**src/rtl/spiram_bus_adapter.sv**
```systemverilog
// CPU-side front end for the SPI RAM word controller: turns rstrb/wmask strobes into
// full-word rd/wr handshakes, with read-modify-write for partial writes and a one-word cache.
module spiram_bus_adapter #(
    parameter int ACK_TIMEOUT = 64,
    parameter bit CACHE_EN    = 1'b1
) (
    input  logic        clk,
    input  logic        reset,
    input  logic [15:0] cpu_word_addr,
    input  logic [31:0] cpu_wdata,
    input  logic [3:0]  cpu_wmask,
    input  logic        cpu_rstrb,
    output logic [31:0] cpu_rdata,
    output logic        cpu_rbusy,
    output logic        cpu_wbusy,
    output logic        ram_rd,
    output logic        ram_wr,
    output logic [15:0] ram_word_address,
    output logic [31:0] ram_wdata,
    input  logic [31:0] ram_rdata,
    input  logic        ram_rbusy,
    input  logic        ram_wbusy,
    output logic        err
);

    localparam int CW = $clog2(ACK_TIMEOUT + 1);

    // IDLE waits for a strobe; *_REQ hold a strobe until busy rises; *_WAIT wait for busy to fall
    typedef enum logic [2:0] {
        IDLE, RD_REQ, RD_WAIT, WR_REQ, WR_WAIT, RMW_RD_REQ, RMW_RD_WAIT
    } state_t;

    state_t        state, state_n;
    logic [CW-1:0] tmo_cnt, tmo_cnt_n;
    logic [31:0]   cpu_rdata_n, ram_wdata_n, lat_wdata, lat_wdata_n;
    logic [31:0]   cache_data, cache_data_n;
    logic [15:0]   ram_word_address_n, cache_tag, cache_tag_n;
    logic [3:0]    lat_wmask, lat_wmask_n;
    logic          cpu_rbusy_n, cpu_wbusy_n, ram_rd_n, ram_wr_n, err_n;
    logic          cache_valid, cache_valid_n;
    logic          hit, tmo_hit, abort;
    logic [31:0]   cpu_merge, rmw_merge;

    function automatic logic [31:0] merge(input logic [31:0] nw, input logic [3:0] m,
                                          input logic [31:0] old);
        logic [31:0] r;
        for (int i = 0; i < 4; i++)
            r[8*i +: 8] = m[i] ? nw[8*i +: 8] : old[8*i +: 8];
        return r;
    endfunction

    assign hit       = CACHE_EN && cache_valid && (cache_tag == cpu_word_addr);
    assign tmo_hit   = (tmo_cnt == CW'(ACK_TIMEOUT - 1));
    assign cpu_merge = merge(cpu_wdata, cpu_wmask, cache_data);
    assign rmw_merge = merge(lat_wdata, lat_wmask, ram_rdata);

    always_ff @(posedge clk or negedge reset) begin
        if (!reset) begin
            state            <= IDLE;
            tmo_cnt          <= '0;
            cpu_rdata        <= '0;
            cpu_rbusy        <= 1'b0;
            cpu_wbusy        <= 1'b0;
            ram_rd           <= 1'b0;
            ram_wr           <= 1'b0;
            ram_word_address <= '0;
            ram_wdata        <= '0;
            err              <= 1'b0;
            lat_wdata        <= '0;
            lat_wmask        <= '0;
            cache_valid      <= 1'b0;
            cache_tag        <= '0;
            cache_data       <= '0;
        end else begin
            state            <= state_n;
            tmo_cnt          <= tmo_cnt_n;
            cpu_rdata        <= cpu_rdata_n;
            cpu_rbusy        <= cpu_rbusy_n;
            cpu_wbusy        <= cpu_wbusy_n;
            ram_rd           <= ram_rd_n;
            ram_wr           <= ram_wr_n;
            ram_word_address <= ram_word_address_n;
            ram_wdata        <= ram_wdata_n;
            err              <= err_n;
            lat_wdata        <= lat_wdata_n;
            lat_wmask        <= lat_wmask_n;
            cache_valid      <= cache_valid_n;
            cache_tag        <= cache_tag_n;
            cache_data       <= cache_data_n;
        end
    end

    always_comb begin
        state_n            = state;
        tmo_cnt_n          = '0;
        cpu_rdata_n        = cpu_rdata;
        cpu_rbusy_n        = cpu_rbusy;
        cpu_wbusy_n        = cpu_wbusy;
        ram_rd_n           = ram_rd;
        ram_wr_n           = ram_wr;
        ram_word_address_n = ram_word_address;
        ram_wdata_n        = ram_wdata;
        err_n              = err;
        lat_wdata_n        = lat_wdata;
        lat_wmask_n        = lat_wmask;
        cache_valid_n      = cache_valid;
        cache_tag_n        = cache_tag;
        cache_data_n       = cache_data;
        abort              = 1'b0;

        case (state)
            IDLE: begin
                if (cpu_wmask != 4'b0000) begin
                    ram_word_address_n = cpu_word_addr;
                    cpu_wbusy_n        = 1'b1;
                    if (cpu_wmask == 4'b1111 || hit) begin
                        ram_wdata_n = cpu_merge;
                        ram_wr_n    = 1'b1;
                        state_n     = WR_REQ;
                        // write-through: full writes allocate, partial hits update in place
                        if (CACHE_EN) begin
                            cache_valid_n = 1'b1;
                            cache_tag_n   = cpu_word_addr;
                            cache_data_n  = cpu_merge;
                        end
                    end else begin
                        lat_wdata_n = cpu_wdata;
                        lat_wmask_n = cpu_wmask;
                        ram_rd_n    = 1'b1;
                        state_n     = RMW_RD_REQ;
                    end
                end else if (cpu_rstrb) begin
                    if (hit) begin
                        cpu_rdata_n = cache_data;
                    end else begin
                        ram_word_address_n = cpu_word_addr;
                        cpu_rbusy_n        = 1'b1;
                        ram_rd_n           = 1'b1;
                        state_n            = RD_REQ;
                    end
                end
            end
            RD_REQ, RMW_RD_REQ: begin
                if (ram_rbusy) begin
                    ram_rd_n = 1'b0;
                    state_n  = (state == RD_REQ) ? RD_WAIT : RMW_RD_WAIT;
                end else if (tmo_hit) begin
                    abort = 1'b1;
                end else begin
                    tmo_cnt_n = tmo_cnt + 1'b1;
                end
            end
            RD_WAIT: begin
                if (!ram_rbusy) begin
                    cpu_rdata_n = ram_rdata;
                    cpu_rbusy_n = 1'b0;
                    state_n     = IDLE;
                    if (CACHE_EN) begin
                        cache_valid_n = 1'b1;
                        cache_tag_n   = ram_word_address;
                        cache_data_n  = ram_rdata;
                    end
                end
            end
            RMW_RD_WAIT: begin
                if (!ram_rbusy) begin
                    ram_wdata_n = rmw_merge;
                    ram_wr_n    = 1'b1;
                    state_n     = WR_REQ;
                    if (CACHE_EN) begin
                        cache_valid_n = 1'b1;
                        cache_tag_n   = ram_word_address;
                        cache_data_n  = rmw_merge;
                    end
                end
            end
            WR_REQ: begin
                if (ram_wbusy) begin
                    ram_wr_n = 1'b0;
                    state_n  = WR_WAIT;
                end else if (tmo_hit) begin
                    abort = 1'b1;
                end else begin
                    tmo_cnt_n = tmo_cnt + 1'b1;
                end
            end
            WR_WAIT: begin
                if (!ram_wbusy) begin
                    cpu_wbusy_n = 1'b0;
                    state_n     = IDLE;
                end
            end
            default: state_n = IDLE;
        endcase

        // the controller never answered; the cached word can no longer be trusted
        if (abort) begin
            ram_rd_n      = 1'b0;
            ram_wr_n      = 1'b0;
            cpu_rbusy_n   = 1'b0;
            cpu_wbusy_n   = 1'b0;
            err_n         = 1'b1;
            cache_valid_n = 1'b0;
            state_n       = IDLE;
        end
    end

endmodule

```
**config.mk**
```make
export PLATFORM = sky130hd
export DESIGN_NAME = spiram_bus_adapter
export DESIGN_NICKNAME = d
export VERILOG_FILES = /design/src/rtl/spiram_bus_adapter.sv
export SDC_FILE = /design/constraint.sdc
export NUM_CORES = 1
export LEC_CHECK = 0
export ABC_AREA = 1
export BUFFER_PORTS_ARGS = -buffer_cell sky130_fd_sc_hd__buf_2
export CELL_PAD_IN_SITES_DETAIL_PLACEMENT = 1
export CELL_PAD_IN_SITES_GLOBAL_PLACEMENT = 2
export CORE_UTILIZATION = 29
export DETAILED_ROUTE_END_ITERATION = 10
export GPL_ROUTABILITY_DRIVEN = 0
export PLACE_DENSITY = 0.79
export RECOVER_POWER = 50
export SLEW_MARGIN = 10
export SYNTH_ARGS = -nofsm -noshare
export SYNTH_HDL_FRONTEND = slang
export SYNTH_SLANG_ARGS = --single-unit
export TNS_END_PERCENT = 100
```
**constraint.sdc**
```tcl
create_clock -name clk -period 1.68 [get_ports clk]
set_input_delay 0.084 -clock clk [delete_from_list [all_inputs] [get_ports clk]]
set_output_delay 0.084 -clock clk [all_outputs]
set_load 0.02 [all_outputs]
```
==> key figures <==
Status
  – Status: finished, violations left
  – Failing checks: setup timing

Drt
  – First DRT Iteration DRCs: 556
  – Vias: 9994
  – Antenna-violating nets left: 0
  – Total Routed Length: between 30000 and 40000 microns
  – DRT Pass-1 Iters: 4
  – DRC viols: 0
  – WL/cell: 17.7 microns
  – Vias per cell: about 4.8

Yosys
  – Largest cells by area after synthesis: dfrtp_1, nand2_1, o21ai_0, inv_1, o21ai_2
  – Post-synthesis area per instance: approximately 7.4 sq um
  – Mapped Nets: between 1000 and 1500
  – Register area share after synthesis: ~46%
  – Async set-or-reset flop fraction in the synthesized netlist: 100%
  – Commonest cells in the netlist: nand2_1, dfrtp_1, o21ai_0
  – Cells after synthesis: around 1300
  – Most used DFF post-synth: dfrtp_1
  – Cell with the most instances after synthesis: nand2_1
  – Yosys warning count: 0
  – Synth Register Bits: 180
  – Top cell type's share of synthesized area: between 40% and 50%
  – Yosys top cell by area: dfrtp_1
  – Area of the mapped netlist: between 0.009 and 0.01 sq mm
  – Number of flops mapped to enable cells by yosys: 0
  – Synth cell types: 37

Cells and area
  – Fill count: 4054
  – Final Util: between 40 and 50%
  – Layout cell share with drive strength beyond 1: between 30% and 40%
  – Final net count: 1718
  – Layout area overhead: 43.5%

Setup path
  – Nature of the critical path startpoint: flop
  – CP Max Fanout: 17
  – Worst Setup End Kind: flop
  – Worst Path Arrival: 2.20 ns
  – Setup CP Type: reg -> reg
  – Delay of the slowest cell on the worst path: 0.40 ns
  – CP required: a little over 2 ns
  – Slowest CP cell: dfrtp_1
  – CP most frequent cell: nand2_1
  – Cell Chain, Critical Path: nand2_1 -> nand2_1 -> nor2_2 -> nand2_1 -> nor2_2 -> nand3_4 -> buf_6 -> nand3_4 -> buf_12 -> a21oi_1 -> nand2_1 -> nand2_1

Global route
  – First-pass GRT wire length: between 50000 and 60000 microns
  – Largest net degree at the start of global routing: between 60 and 70
  – Vias in the first global route: about 10000
  – Initial antenna violation count: 4
  – Gr usage total: 20.9%
  – Total overflow reported by the global router: 0

Clock network
  – Inserted Clock Buffers: 17
  – H-tree Lvls: 4
  – CTS tree: built
  – Sink Count: 180
  – Clock Latency Late Sink: ~0.46 ns
  – Clk pin slew, worst setup/hold paths: roughly 0.080 ns
  – CTS Buffer Depth: 2
  – CTS root buf: clkbuf_16

Timing
  – Fin. max-slew vios: 0
  – Fin worst setup slack: -0.165 ns
  – Max Freq: 542 MHz
  – Post-route minimum period: 1.84 ns
  – Final cycle utilization of the critical path: 110%
  – Final hold slack: 0.0231 ns
  – Finish-stage setup viols: approximately 170
  – Skew final: ~0.016 ns
  – Hold Vio Cnt, Final: 0
  – Relative slew slack: 10.1%
  – Worst-Margin Slew: around 1.3 ns
  – Setup TNS: -16.23 ns
  – RSZ-0062 raised after global routing: true

Flow run
  – Max capacitance violation total: 0

Placement
  – Port buffer count: 173
  – Pre-CTS setup slack: -0.148 ns
  – Hpwl dp: 23800 microns

Die
  – Die Wd: around 190 microns
  – Core area: ~0.033 sq mm
  – I/O pin total: 174
  – Die ar.: about 0.035 sq mm
  – Die height: between 150 and 200 microns
  – Initial Util: approximately 30%
  – Row count: 67

Pwr
  – P per Cell Area: slightly below 2000 mW/mm^2
  – VDD IR max: 1190 uV
  – Leak pwr: between 6 and 7 nW

Min path
  – Hold crit path type: in -> reg
-- repair_timing --
action                     in CTS  in global routing
gates cloned                    7                 11
hold endpoints to repair      214                  0
pin swaps                      17                 26
gates resized for setup        60                155
setup endpoints to repair     171                173
setup buffers                  17                  7
hold buffers                   48                  0
-- power by group --
group          internal (mW)  total, mW  switching (mW)  leakage [nW]
registers               6.39       7.67            1.28          2.22
clock network           2.13       4.09            1.97         0.285
logic                   6.29       15.5            9.20          4.49
total                   14.8       27.3            12.4          6.99
-- stage by stage --
| stage | power (mW) | instances | instance area, sq um |
|---|---|---|---|
| floorplan | 15.6 | 1321 | 9840 |
| global placement | 20.2 | 1971 | 11900 |
| detailed placement | 20.5 | 1971 | 11900 |
| CTS | 25.8 | 2074 | 13400 |
| global route | 29.3 | 2090 | 14100 |
| finish | 27.3 | 2092 | 14100 |
-- state kept, by name, summed over array words and instances, names as in the netlist --
name              flops
cache_data           32
cpu_rdata            32
lat_wdata            32
ram_wdata            32
cache_tag            16
ram_word_address     16
tmo_cnt               7
lat_wmask             4
state                 3
cache_valid           1
cpu_rbusy             1
cpu_wbusy             1
err                   1
ram_rd                1
ram_wr                1
-- cells in the final DEF, fill, tap and decap left out, types with 39 or more instances in the layout --
master	count
o21ai_0	116
nand2_2	76
o21ai_2	61
nor2_1	46
nand2_1	404
inv_1	135
dlygate4sd3_1	48
dfrtp_1	180
buf_2	172
o21ai_1	39
buf_4	79
-- final timing paths --
path                                   to           from  slack (ns)  cells after the start
setup / recovery                 state[2]  cache_tag[11]       -0.16                     12
hold / removal             cache_data[26]  ram_rdata[26]        0.02                      5
setup reg to reg                 state[2]  cache_tag[11]       -0.16                     12
hold reg to reg                       err            err        0.47                      1
max in group asynchronous    cache_tag[0]          reset        0.24                      3
min in group asynchronous  cache_data[10]          reset        0.48                      2
-- worst max-delay path, delay by kind of cell (launching register included) --
kind | cells | cell delay [ns]
and+or+nand+nor | 9 | 0.91
AOI/OAI and AO/OA | 1 | 0.08
DFF | 1 | 0.40
buffers and inverters | 2 | 0.35
-- cell families after synthesis --
logic type,count (synthesis),share of synthesized area [%]
buffers and inverters,224,10.3
XOR/XNOR,4,0.357
flip-flops,180,45.9
AND/OR/NAND/NOR,626,25.6
adder cells (fa/ha/maj),1,0.127
AO/OA/AOI/OAI,286,17.7
-- per-layer routing --
| layer | up-vias | GRT usage, % | wire length (microns) |
|---|---|---|---|
| met5 | - | 0 | 17 |
| met1 | 4952 | 26.6 | 16800 |
| met3 | 32 | 3.97 | 1630 |
| met2 | 210 | 36.2 | 18100 |
| li1 | 4798 | - | - |
| met4 | 2 | 4.85 | 527 |
-- area by class of cell --
class	instances	area, sq um	area share, %
inverters	155	589	4.18
repair buffers	356	2990	21.2
flip-flops and latches	180	4500	32.0
clock inverters	14	141	1.00
diodes	3	7.51	0.0533
well taps	448	561	3.98
clock buffers	18	439	3.12
multi-input cells	918	4860	34.5
Note: power is estimated with default switching activity, not from simulation.
